===== src/rtl/nap_duration_entry_pkg.sv =====
// Shared types and constants for the nap-duration keypad front end.
package nap_pkg;

    typedef enum logic [1:0] {
        ST_IDLE  = 2'd0,
        ST_ENTRY = 2'd1,
        ST_DONE  = 2'd2
    } state_t;

    typedef logic [3:0] bcd_t;

    // Preset increments expressed in seconds; the adder handles the m:ss carry.
    localparam logic [6:0] PRESET_5S  = 7'd5;
    localparam logic [6:0] PRESET_30S = 7'd30;
    localparam logic [6:0] PRESET_1M  = 7'd60;

    localparam bcd_t KEY_5S  = 4'd1;
    localparam bcd_t KEY_30S = 4'd2;
    localparam bcd_t KEY_1M  = 4'd3;

    function automatic bcd_t key_value(input logic [9:0] keys);
        bcd_t v;
        v = '0;
        for (int i = 0; i < 10; i++) begin
            if (keys[i]) v = bcd_t'(i);
        end
        return v;
    endfunction

endpackage


===== src/rtl/nap_duration_entry_if.sv =====
// Keypad-side and countdown-side signals of the nap-duration entry block.
interface nap_duration_entry_if #(
    parameter int MIN_DIGITS = 1
);
    localparam int ND = MIN_DIGITS + 2;

    logic              en;
    logic              direct_mode;
    logic [9:0]        keypad;
    logic              sharp;
    logic              star;
    logic [4*ND-1:0]   pend_bcd;
    logic [4*ND-1:0]   time_bcd;
    logic              complete_setting;
    logic              entry_error;
    logic              timeout;
    logic              busy;

    modport master (
        output en, direct_mode, keypad, sharp, star,
        input  pend_bcd, time_bcd, complete_setting, entry_error, timeout, busy
    );

    modport slave (
        input  en, direct_mode, keypad, sharp, star,
        output pend_bcd, time_bcd, complete_setting, entry_error, timeout, busy
    );

endinterface


===== src/rtl/nap_duration_entry_bcd_time_adder.sv =====
// Adds a preset (in seconds) to a BCD m..m:ss value, carrying seconds at 60
// and saturating at 9..9:59.
module bcd_time_adder
    import nap_pkg::*;
#(
    parameter int MIN_DIGITS = 1
) (
    input  logic [4*(MIN_DIGITS+2)-1:0] i_time,
    input  logic [6:0]                  i_add_sec,
    output logic [4*(MIN_DIGITS+2)-1:0] o_sum
);
    localparam int ND = MIN_DIGITS + 2;
    localparam int W  = 4 * ND;

    function automatic logic [W-1:0] saturate(input logic overflow, input logic [W-1:0] value);
        logic [W-1:0] max_v;
        max_v = '0;
        for (int d = 0; d < ND; d++) max_v[4*d +: 4] = 4'd9;
        max_v[7:4] = 4'd5;
        return overflow ? max_v : value;
    endfunction

    logic [7:0]   w_sec_raw;
    logic [7:0]   w_sec;
    logic         w_sec_carry;
    logic         w_carry;
    logic [4:0]   w_digit;
    logic [W-1:0] w_res;

    always_comb begin
        w_sec_raw   = 8'(i_time[7:4]) * 8'd10 + 8'(i_time[3:0]) + 8'(i_add_sec);
        w_sec_carry = (w_sec_raw >= 8'd60);
        w_sec       = w_sec_carry ? (w_sec_raw - 8'd60) : w_sec_raw;
        w_res       = '0;
        w_res[7:4]  = 4'(w_sec / 8'd10);
        w_res[3:0]  = 4'(w_sec % 8'd10);
        w_carry     = w_sec_carry;
        w_digit     = '0;
        // Minute digits only ever see a +1 carry, so a simple ripple suffices.
        for (int d = 2; d < ND; d++) begin
            w_digit = 5'(i_time[4*d +: 4]) + 5'(w_carry);
            w_carry = (w_digit > 5'd9);
            w_res[4*d +: 4] = w_carry ? 4'(w_digit - 5'd10) : w_digit[3:0];
        end
        o_sum = saturate(w_carry, w_res);
    end

endmodule


===== src/rtl/nap_duration_entry.sv =====
// Keypad front end for the nap timer: qualifies key/#/* presses, builds a BCD
// duration in preset or direct mode, and commits it on a valid confirm.
module nap_duration_entry
    import nap_pkg::*;
#(
    parameter int          MIN_DIGITS     = 1,
    parameter logic [15:0] TIMEOUT_CYCLES = 16'd50000
) (
    input  logic                clock,
    input  logic                reset,
    nap_duration_entry_if.slave bus
);
    localparam int ND = MIN_DIGITS + 2;
    localparam int W  = 4 * ND;

    state_t       r_state;
    logic         r_mode;
    logic [9:0]   r_key_p0, r_key_p1;
    logic         r_sharp_p0, r_sharp_p1, r_star_p0, r_star_p1;
    logic [W-1:0] r_pend, r_time;
    logic         r_complete, r_error, r_timeout, r_busy;
    logic [15:0]  r_idle;

    logic [9:0]   w_key_rise;
    logic         w_key_ok, w_sharp_rise, w_star_rise, w_press;
    logic         w_mode, w_invalid, w_expired;
    bcd_t         w_key_val;
    logic [6:0]   w_add_sec;
    logic [W-1:0] w_sum, w_next_digit;
    logic [15:0]  w_idle_next;

    assign w_key_rise   = r_key_p0 & ~r_key_p1;
    assign w_key_ok     = $onehot(w_key_rise);
    assign w_sharp_rise = r_sharp_p0 & ~r_sharp_p1;
    assign w_star_rise  = r_star_p0 & ~r_star_p1;
    assign w_press      = w_star_rise | w_sharp_rise | w_key_ok;
    assign w_key_val    = key_value(w_key_rise);
    // The first press out of IDLE is handled with the mode it latches.
    assign w_mode       = (r_state == ST_IDLE) ? bus.direct_mode : r_mode;
    assign w_invalid    = (r_pend[7:4] > 4'd5) || (r_pend == '0);
    assign w_idle_next  = r_idle + 16'd1;
    assign w_expired    = (TIMEOUT_CYCLES != 16'd0) && (w_idle_next == TIMEOUT_CYCLES);

    always_comb begin
        w_add_sec = '0;
        case (w_key_val)
            KEY_5S:  w_add_sec = PRESET_5S;
            KEY_30S: w_add_sec = PRESET_30S;
            KEY_1M:  w_add_sec = PRESET_1M;
            default: w_add_sec = '0;
        endcase
    end

    bcd_time_adder #(.MIN_DIGITS(MIN_DIGITS)) u_adder (
        .i_time    (r_pend),
        .i_add_sec (w_add_sec),
        .o_sum     (w_sum)
    );

    assign w_next_digit = w_mode ? {r_pend[W-5:0], w_key_val} : w_sum;

    always_ff @(posedge clock) begin
        if (!reset) begin
            r_state    <= ST_IDLE;
            r_mode     <= 1'b0;
            r_key_p0   <= '0;
            r_key_p1   <= '0;
            r_sharp_p0 <= 1'b0;
            r_sharp_p1 <= 1'b0;
            r_star_p0  <= 1'b0;
            r_star_p1  <= 1'b0;
            r_pend     <= '0;
            r_time     <= '0;
            r_complete <= 1'b0;
            r_error    <= 1'b0;
            r_timeout  <= 1'b0;
            r_busy     <= 1'b0;
            r_idle     <= '0;
        end else begin
            r_key_p0   <= bus.keypad;
            r_key_p1   <= r_key_p0;
            r_sharp_p0 <= bus.sharp;
            r_sharp_p1 <= r_sharp_p0;
            r_star_p0  <= bus.star;
            r_star_p1  <= r_star_p0;
            r_complete <= 1'b0;
            r_error    <= 1'b0;
            r_timeout  <= 1'b0;
            if (!bus.en) begin
                r_state <= ST_IDLE;
                r_pend  <= '0;
                r_idle  <= '0;
                r_busy  <= 1'b0;
            end else begin
                case (r_state)
                    ST_DONE: begin
                        r_time     <= r_pend;
                        r_complete <= 1'b1;
                        r_pend     <= '0;
                        r_state    <= ST_IDLE;
                    end
                    default: begin
                        if (w_press) begin
                            r_mode  <= w_mode;
                            r_idle  <= '0;
                            r_state <= ST_ENTRY;
                            r_busy  <= 1'b1;
                            if (w_star_rise) begin
                                r_pend <= '0;
                            end else if (w_sharp_rise) begin
                                if (w_invalid) begin
                                    r_error <= 1'b1;
                                end else begin
                                    r_state <= ST_DONE;
                                    r_busy  <= 1'b0;
                                end
                            end else begin
                                r_pend <= w_next_digit;
                            end
                        end else if (r_state == ST_ENTRY) begin
                            if (w_expired) begin
                                r_state   <= ST_IDLE;
                                r_pend    <= '0;
                                r_idle    <= '0;
                                r_busy    <= 1'b0;
                                r_timeout <= 1'b1;
                            end else begin
                                r_idle <= w_idle_next;
                            end
                        end
                    end
                endcase
            end
        end
    end

    assign bus.pend_bcd         = r_pend;
    assign bus.time_bcd         = r_time;
    assign bus.complete_setting = r_complete;
    assign bus.entry_error      = r_error;
    assign bus.timeout          = r_timeout;
    assign bus.busy             = r_busy;

endmodule


===== src/flat_wrapper.sv =====
// flat-port wrapper written by rule: the top's interface ports become plain ports
module nap_duration_entry_flat import nap_pkg::*;
#(
    parameter int          MIN_DIGITS     = 1,
    parameter logic [15:0] TIMEOUT_CYCLES = 16'd50000
)
  (clock, reset, bus_en, bus_direct_mode, bus_keypad, bus_sharp, bus_star, bus_pend_bcd, bus_time_bcd, bus_complete_setting, bus_entry_error, bus_timeout, bus_busy);
  nap_duration_entry_if #(.MIN_DIGITS(MIN_DIGITS)) bus_i ();
  input  logic clock;
  input  logic reset;
  input wire logic [$bits(bus_i.en)-1:0] bus_en;
  input wire logic [$bits(bus_i.direct_mode)-1:0] bus_direct_mode;
  input wire logic [$bits(bus_i.keypad)-1:0] bus_keypad;
  input wire logic [$bits(bus_i.sharp)-1:0] bus_sharp;
  input wire logic [$bits(bus_i.star)-1:0] bus_star;
  output wire logic [$bits(bus_i.pend_bcd)-1:0] bus_pend_bcd;
  output wire logic [$bits(bus_i.time_bcd)-1:0] bus_time_bcd;
  output wire logic [$bits(bus_i.complete_setting)-1:0] bus_complete_setting;
  output wire logic [$bits(bus_i.entry_error)-1:0] bus_entry_error;
  output wire logic [$bits(bus_i.timeout)-1:0] bus_timeout;
  output wire logic [$bits(bus_i.busy)-1:0] bus_busy;
  assign bus_i.en = bus_en;
  assign bus_i.direct_mode = bus_direct_mode;
  assign bus_i.keypad = bus_keypad;
  assign bus_i.sharp = bus_sharp;
  assign bus_i.star = bus_star;
  assign bus_pend_bcd = bus_i.pend_bcd;
  assign bus_time_bcd = bus_i.time_bcd;
  assign bus_complete_setting = bus_i.complete_setting;
  assign bus_entry_error = bus_i.entry_error;
  assign bus_timeout = bus_i.timeout;
  assign bus_busy = bus_i.busy;
  nap_duration_entry #(.MIN_DIGITS(MIN_DIGITS), .TIMEOUT_CYCLES(TIMEOUT_CYCLES)) u_core (.clock(clock), .reset(reset), .bus(bus_i));
endmodule

===== config.mk =====
export PLATFORM = sky130hd
export DESIGN_NAME = nap_duration_entry_flat
export DESIGN_NICKNAME = d
export VERILOG_FILES = /design/src/rtl/nap_duration_entry_pkg.sv /design/src/rtl/nap_duration_entry_if.sv /design/src/rtl/nap_duration_entry_bcd_time_adder.sv /design/src/rtl/nap_duration_entry.sv /design/src/flat_wrapper.sv
export SDC_FILE = /design/constraint.sdc
export NUM_CORES = 1
export LEC_CHECK = 0
export BUFFER_PORTS_ARGS = -buffer_cell sky130_fd_sc_hd__buf_2
export CAP_MARGIN = 20
export CELL_PAD_IN_SITES_DETAIL_PLACEMENT = 0
export CELL_PAD_IN_SITES_GLOBAL_PLACEMENT = 2
export CORE_MARGIN = 1
export CORE_UTILIZATION = 36
export DETAILED_ROUTE_END_ITERATION = 10
export PLACE_DENSITY_LB_ADDON = 0.1
export SKIP_CTS_REPAIR_TIMING = 1
export SLEW_MARGIN = 40
export SYNTH_ARGS = -nofsm -noshare
export SYNTH_HDL_FRONTEND = slang
export SYNTH_SLANG_ARGS = --single-unit
export TNS_END_PERCENT = 10

===== constraint.sdc =====
create_clock -name clock -period 6.9 [get_ports clock]
set_input_delay 1.38 -clock clock [delete_from_list [all_inputs] [get_ports clock]]
set_output_delay 1.38 -clock clock [all_outputs]
set_load 0.05 [all_outputs]

==> results of run 1 <==
==> synth_stat cells, types with 8 or more instances <==
cell type / number
nor2b_1: 17
nand3_1: 25
ha_1: 26
a211oi_1: 8
fa_1: 11
nand2b_1: 12
inv_1: 38
dfxtp_1: 71
a21oi_1: 56
o21ai_0: 36
nor2_1: 50
clkbuf_1: 22
nor3_1: 18
nand2_1: 72
or3_1: 13
a21boi_0: 13
and2_1: 29
==> power groups by stage <==
| stage | clock (mW) | sequential, mW | combinational [mW] |
|---|---|---|---|
| final | 0.472 | 0.436 | 0.439 |
| after global routing | 0.506 | 0.438 | 0.490 |
| after CTS | 0.487 | 0.436 | 0.435 |
| after detailed placement | 0 | 0.445 | 0.432 |
| after global placement | 0 | 0.445 | 0.432 |
| after floorplan | 0 | 0.457 | 0.315 |
==> state kept, by name, indices dropped and copies added, names as in the netlist <==
| register | cells |
|---|---|
| u_core.bus.busy | 1 |
| u_core.bus.complete_setting | 1 |
| u_core.bus.entry_error | 1 |
| u_core.bus.pend_bcd | 12 |
| u_core.bus.time_bcd | 12 |
| u_core.bus.timeout | 1 |
| u_core.r_idle | 16 |
| u_core.r_key_p0 | 10 |
| u_core.r_key_p1 | 10 |
| u_core.r_mode | 1 |
| u_core.r_sharp_p0 | 1 |
| u_core.r_sharp_p1 | 1 |
| u_core.r_star_p0 | 1 |
| u_core.r_star_p1 | 1 |
| u_core.r_state | 2 |
==> stage by stage <==
| stage | area, um2 | cells | utilization [%] | setup slack [ns] |
|---|---|---|---|---|
| final | 5940 | 891 | 42.5 | 0.529 |
| after CTS | 5900 | 887 | 42.2 | 0.204 |
| after global placement | 5590 | 871 | 39.9 | 0.498 |
| after floorplan | 5180 | 665 | - | 0.943 |
| after global routing | 5940 | 891 | 42.5 | 0.0585 |
| after detailed placement | 5590 | 871 | 39.9 | 0.229 |
==> logic make-up after synthesis <==
| family | count (synthesis) |
|---|---|
| AND/OR/NAND/NOR | 274 |
| AO/OA/AOI/OAI | 198 |
| flip-flops | 71 |
| buffers and inverters | 66 |
| adder cells (fa/ha/maj) | 38 |
| XOR/XNOR | 11 |
| multiplexers | 7 |
==> layout by cell type (no fill, tap or decap), types with 15 or more instances in the layout <==
cell,netlist,layout
nand2_1,72,71
dfxtp_1,71,71
a21oi_1,56,55
nor2_1,50,49
buf_2,4,43
inv_1,38,38
o21ai_0,36,36
and2_1,29,29
ha_1,26,26
nand3_1,25,25
nor3_1,18,18
nor2b_1,17,17
buf_4,1,15
==> critical path, cell delays in order, from the launching register on <==
cell      delay, ns
dfxtp_1        0.29
nand2b_1       0.16
ha_1           0.20
or3_1          0.40
a21oi_2        0.24
nand3_1        0.18
inv_1          0.13
nand2_1        0.08
fa_1           0.49
inv_1          0.04
ha_1           0.24
fa_1           0.46
xnor2_2        0.24
inv_1          0.16
ha_1           0.25
o21ai_0        0.18
nor4_4         0.07
buf_4          0.19
nor3_4         0.20
inv_1          0.13
ha_1           0.26
ha_1           0.34
o21a_1         0.18
o221ai_1       0.26
nand2_2        0.20
o21bai_1       0.20
mux2_1         0.30
a32o_1         0.20
==> area by class of cell <==
cell class | count | share of cell area [%]
multi-input cells | 528 | 59.2
flip-flops and latches | 71 | 23.9
repair buffers | 58 | 5.52
clock buffers | 12 | 4.32
well taps | 180 | 3.79
inverters | 38 | 2.40
clock inverters | 4 | 0.905
==> per-layer routing <==
layer	wire length [um]	vias up	track usage, %
li1	-	2488	-
met1	6830	2340	26.1
met2	6740	113	32.8
met3	555	22	3.46
met4	234	0	6.48
met5	0	-	0
==> path summary, 6_finish.rpt <==
check	from	to	slack (ns)	depth (start not counted)
hold reg to reg	u_core.r_key_p0[5]	u_core.r_key_p1[5]	0.44	1
setup reg to reg	u_core.r_key_p1[2]	u_core.bus.pend_bcd[3]	0.53	27
hold / removal	u_core.r_key_p0[5]	u_core.r_key_p1[5]	0.44	1
setup / recovery	u_core.r_key_p1[2]	u_core.bus.pend_bcd[3]	0.53	27
==> impl_metrics.py, run 1 <==
metrics = {
    "floorplanning": {
        "io_pins": 44,
        "initial_utilization_pct": 37.1,
        "die-area_um2": 14900,
        "fp.dieW_um": 122,
        "num_rows": 43,
        "fp.dieH_um": 122,
        "coreArea_um2": 14000,
    },
    "synthesis": {
        "avgSynthCellArea_um2": 7.80,
        "synth_fp_nets": 718,
        "synthSimpleGateAreaFrac_pct": 27.6,
        "netlist_instances": 665,
        "synth_area_leaders": "dfxtp_1, ha_1, a21oi_1, nand2_1, fa_1",
        "synth_fa_ha_area_share_pct": 10.7,
        "synth_top_family_by_area": "simple AND/OR/NAND/NOR gates",
        "netlist.top_cell.by_area": "dfxtp_1",
        "synth_flop_cell": "dfxtp_1",
        "synth-xor-area-share_pct": 1.86,
        "synth-edff-count": 0,
        "seq_area_frac_synth_pct": 27.4,
        "synth-compound-area-share_pct": 25.8,
        "synthesis.area_um2": 5180,
        "synth_mux_area_share_pct": 1.45,
        "async_flop_share_pct": 0,
        "synth.top_cell.area_share_pct": 27.4,
        "ys_types": 78,
        "yosys_register_bits": 71,
        "ys_warn_count": 0,
    },
    "layout": {
        "num_antenna_cells": 0,
        "drive_gt1_share_pct": 13.6,
        "fillers": 1480,
        "area_growth_pct": 14.6,
        "nets": 759,
        "seqCellArea_um2": 1420,
        "multi_input_area_um2": 3520,
    },
    "grt": {
        "grt_max_degree": 42,
        "overflow": 0,
        "antenna_found_initial": 0,
        "grt_usage_pct": 19.9,
        "grt_pass1_wl_mm": 23.5,
        "grt_pass1_vias": 4720,
    },
    "detailed_routing": {
        "ant_nets": 0,
        "wl_per_cell_um": 16.1,
        "dr.pass1.iters": 5,
        "wl_mm": 14.4,
        "post-route-drc-count": 0,
        "viasPerCell": 5.57,
        "drtIter0Drc": 367,
        "vias": 4963,
    },
    "setup_path": {
        "worstPathMaxFanout": 8,
        "critPathKind": "reg2reg",
        "critPathCaptureType": "register",
        "cp-start-kind": "register",
        "critPathArrivalTime_ns": 6.59,
        "required_ns": 7.12,
    },
    "power": {
        "pwr-share-seq_pct": 32.3,
        "p_leak_nw": 2.43,
        "peakVddDrop_mv": 0.164,
        "swShare_pct": 35.2,
        "totalPowerFinal_mw": 1.35,
        "power.internal_mw": 0.873,
        "powerDensity_nw_per_um2": 227,
        "switchingPower_mw": 0.475,
        "clockPowerShare_pct": 35.0,
        "pwr-share-comb_pct": 32.6,
    },
    "hold_path": {
        "hp-class": "reg2reg",
    },
    "timing": {
        "holdWs_ns": 0.443,
        "setup_viol": 0,
        "rsz0062_at_grt": "false",
        "period_share_pct": 92.3,
        "tightest_slew_ns": 0.752,
        "finalMaxSlewViolations": 0,
        "finalHoldViolations": 0,
        "clock.fmax_mhz": 157,
        "fin_skew_ns": 0.00901,
        "slew-limit-headroom_pct": 49.9,
        "fin_crit_ns": 6.37,
        "fin_tns_setup_ns": 0,
    },
    "clocking": {
        "cts_tree": "done",
        "clock-sinks": 71,
        "cts_root_buffer": "clkbuf_16",
        "clockBufferDepth": 2,
        "cts_made_buffers": 9,
        "clk_pin_slew_ns": 0.05,
        "clk_latency_ns": 0.33,
        "htree_levels": 3,
    },
    "flow_run": {
        "drv_cap": 0,
    },
    "status": {
        "outcome": "complete, no violations",
    },
    "place": {
        "numPortBuffers": 43,
        "gp_congestion": 0.850,
        "dp.final_hpwl_mm": 10.6,
    },
}
Power figures use the tool's default switching activity.
==> run 2: changes to the inputs <==
--- a/config.mk
+++ b/config.mk
@@ -5,12 +5,14 @@
 export SDC_FILE = /design/constraint.sdc
 export NUM_CORES = 1
 export LEC_CHECK = 0
+export ABC_AREA = 1
 export BUFFER_PORTS_ARGS = -buffer_cell sky130_fd_sc_hd__buf_2
 export CAP_MARGIN = 20
 export CELL_PAD_IN_SITES_DETAIL_PLACEMENT = 0
 export CELL_PAD_IN_SITES_GLOBAL_PLACEMENT = 2
 export CORE_MARGIN = 1
-export CORE_UTILIZATION = 36
+export CORE_UTILIZATION = 35
+export CTS_BUF_LIST = sky130_fd_sc_hd__clkbuf_8
 export DETAILED_ROUTE_END_ITERATION = 10
 export PLACE_DENSITY_LB_ADDON = 0.1
 export SKIP_CTS_REPAIR_TIMING = 1
==> impl_metrics.py, run 2 <==
metrics = {
    "synthesis": {
        "synth_area_leaders": "dfxtp_1, nand2_1, inv_1, ha_1, a21oi_1",
        "synthesis.area_um2": 4690,
        "yosys-top-cells-count": "nand2_1, inv_1, dfxtp_1",
        "synth.top_cell.area_share_pct": 30.3,
        "netlist.top_cell.by_area": "dfxtp_1",
        "synth_flop_cell": "dfxtp_1",
        "yosys_register_bits": 71,
        "synth_fp_nets": 737,
        "ys_warn_count": 0,
        "netlist_instances": 684,
        "ys_types": 39,
        "seq_area_frac_synth_pct": 30.3,
        "avgSynthCellArea_um2": 6.86,
        "synth.most_common_cell": "nand2_1",
        "async_flop_share_pct": 0,
        "synth-edff-count": 0,
    },
    "timing": {
        "period_share_pct": 79.3,
        "fin_crit_ns": 5.47,
        "fin_tns_setup_ns": 0,
        "finalMaxSlewViolations": 0,
        "setup_viol": 0,
        "rsz0062_at_grt": "false",
        "clock.fmax_mhz": 183,
        "finalHoldViolations": 0,
        "slew-limit-headroom_pct": 57.8,
        "fin_skew_ns": 0.0189,
        "tightest_slew_ns": 0.632,
    },
    "setup_path": {
        "critPathCaptureType": "register",
        "worst-path-buf-inv": 7,
        "critPathKind": "reg2reg",
        "crit_path_frequent_cell": "nand2_1",
        "crit_family": "simple AND/OR/NAND/NOR gates",
        "critPathArrivalTime_ns": 5.76,
        "rr_worst_depth": 42,
        "slowest_stage": "fa_1",
        "path_depth": 42,
        "cpPeakStageDelay_ns": 0.48,
        "cp-start-kind": "register",
        "ff2ff_setup_slack_ns": 1.43,
        "required_ns": 7.19,
        "worstPathMaxFanout": 5,
    },
    "power": {
        "powerDensity_nw_per_um2": 210,
        "p_leak_nw": 2.75,
        "peakVddDrop_mv": 0.163,
    },
    "floorplanning": {
        "fp.dieW_um": 118,
        "die-area_um2": 13900,
        "num_rows": 41,
        "initial_utilization_pct": 36.6,
        "io_pins": 44,
        "fp.dieH_um": 118,
        "coreArea_um2": 12800,
    },
    "clocking": {
        "cts_tree": "done",
        "cts_root_buffer": "clkbuf_8",
        "clockBufferDepth": 2,
        "clock-sinks": 71,
        "clk_pin_slew_ns": 0.08,
        "htree_levels": 3,
        "clk_latency_ns": 0.37,
        "cts_made_buffers": 9,
    },
    "place": {
        "dp.final_hpwl_mm": 8.25,
        "numPortBuffers": 43,
        "placed_cell_area_um2": 5070,
        "gp_congestion": 0.790,
    },
    "grt": {
        "grt_max_degree": 27,
        "grt_pass1_wl_mm": 18.3,
        "overflow": 0,
        "grt_usage_pct": 16.2,
        "grt_pass1_vias": 3977,
        "antenna_found_initial": 0,
    },
    "layout": {
        "final_common_cell": "nand2_1",
        "area_growth_pct": 12.5,
        "layout_common_cells": "nand2_1, inv_1, dfxtp_1",
        "largest_register": "u_core.r_idle",
        "largest_reg_flops": 16,
        "fin_area_um2": 5280,
        "drive_gt1_share_pct": 14.8,
        "nets": 778,
        "num_antenna_cells": 0,
    },
    "detailed_routing": {
        "viasPerCell": 4.58,
        "dr.pass1.iters": 5,
        "wl_mm": 10.7,
        "post-route-drc-count": 0,
        "ant_nets": 0,
        "wl_per_cell_um": 11.9,
        "drtIter0Drc": 140,
        "vias": 4135,
    },
    "hold_path": {
        "hp-class": "reg2reg",
        "hold_path_depth": 2,
    },
    "status": {
        "outcome": "complete, no violations",
    },
    "flow_run": {
        "drv_cap": 0,
    },
}
## run 2: changes by cell type after synthesis, moves of 17 or more
cell / change
nand2_1: +97
o21ai_0: -25
inv_1: +90
nand3_1: +29
and2_1: -29
nor2b_1: -17
## run 2: final timing paths
kind	start	end
hold / removal	u_core.r_key_p0[7]	u_core.r_key_p1[7]
hold reg to reg	u_core.r_key_p0[7]	u_core.r_key_p1[7]
setup reg to reg	u_core.r_key_p0[2]	u_core.bus.pend_bcd[1]
setup / recovery	u_core.r_key_p0[2]	u_core.bus.pend_bcd[1]
## run 2: through the flow
stage	hold slack [ns]	worst slack, ns	power (mW)	std cells	util (%)
floorplan	0.407	2.07	0.697	684	-
global placement	0.410	1.48	0.770	886	39.5
detailed placement	0.416	1.37	0.770	886	39.5
CTS	0.426	1.35	1.12	902	41.1
global route	0.434	0.777	1.19	902	41.1
finish	0.423	1.43	1.11	902	41.1
## run 2: final cells by class
class                      count  area, um2
tap                          172        215
timing repair buffer          45        230
sequential                    71       1420
multi-input combinational    462       2690
clock buffer                  10        138
inverter                     136        510
fill                        1384       7550
clock inverter                 6       68.8
## run 2: tightest hold or removal path: stages, from the launching register on
cell	delay (ns)
dfxtp_1	0.31
nand2_1	0.05
inv_1	0.03
## run 2: routing by layer
| layer | global-route usage [%] | wire, um | vias to the layer above |
|---|---|---|---|
| met5 | 0 | 0 | - |
| met4 | 6.49 | 194 | 0 |
| met3 | 3.34 | 283 | 15 |
| met2 | 27.0 | 4960 | 52 |
| met1 | 20.3 | 5260 | 1847 |
| li1 | - | - | 2221 |
## run 2: power by group
part           internal, mW  leakage, nW  total, mW  switching (mW)
clock                 0.178        0.103      0.346           0.168
combinational        0.0999         2.07      0.328           0.228
sequential            0.423        0.578      0.433         0.00959
## run 2: logic make-up after synthesis
kind of cell	after synthesis	synth area share [%]
buffers and inverters	151	12.4
flip-flops	71	30.3
XOR/XNOR	19	3.71
adder cells (fa/ha/maj)	37	11.6
AO/OA/AOI/OAI	84	10.2
AND/OR/NAND/NOR	322	31.8
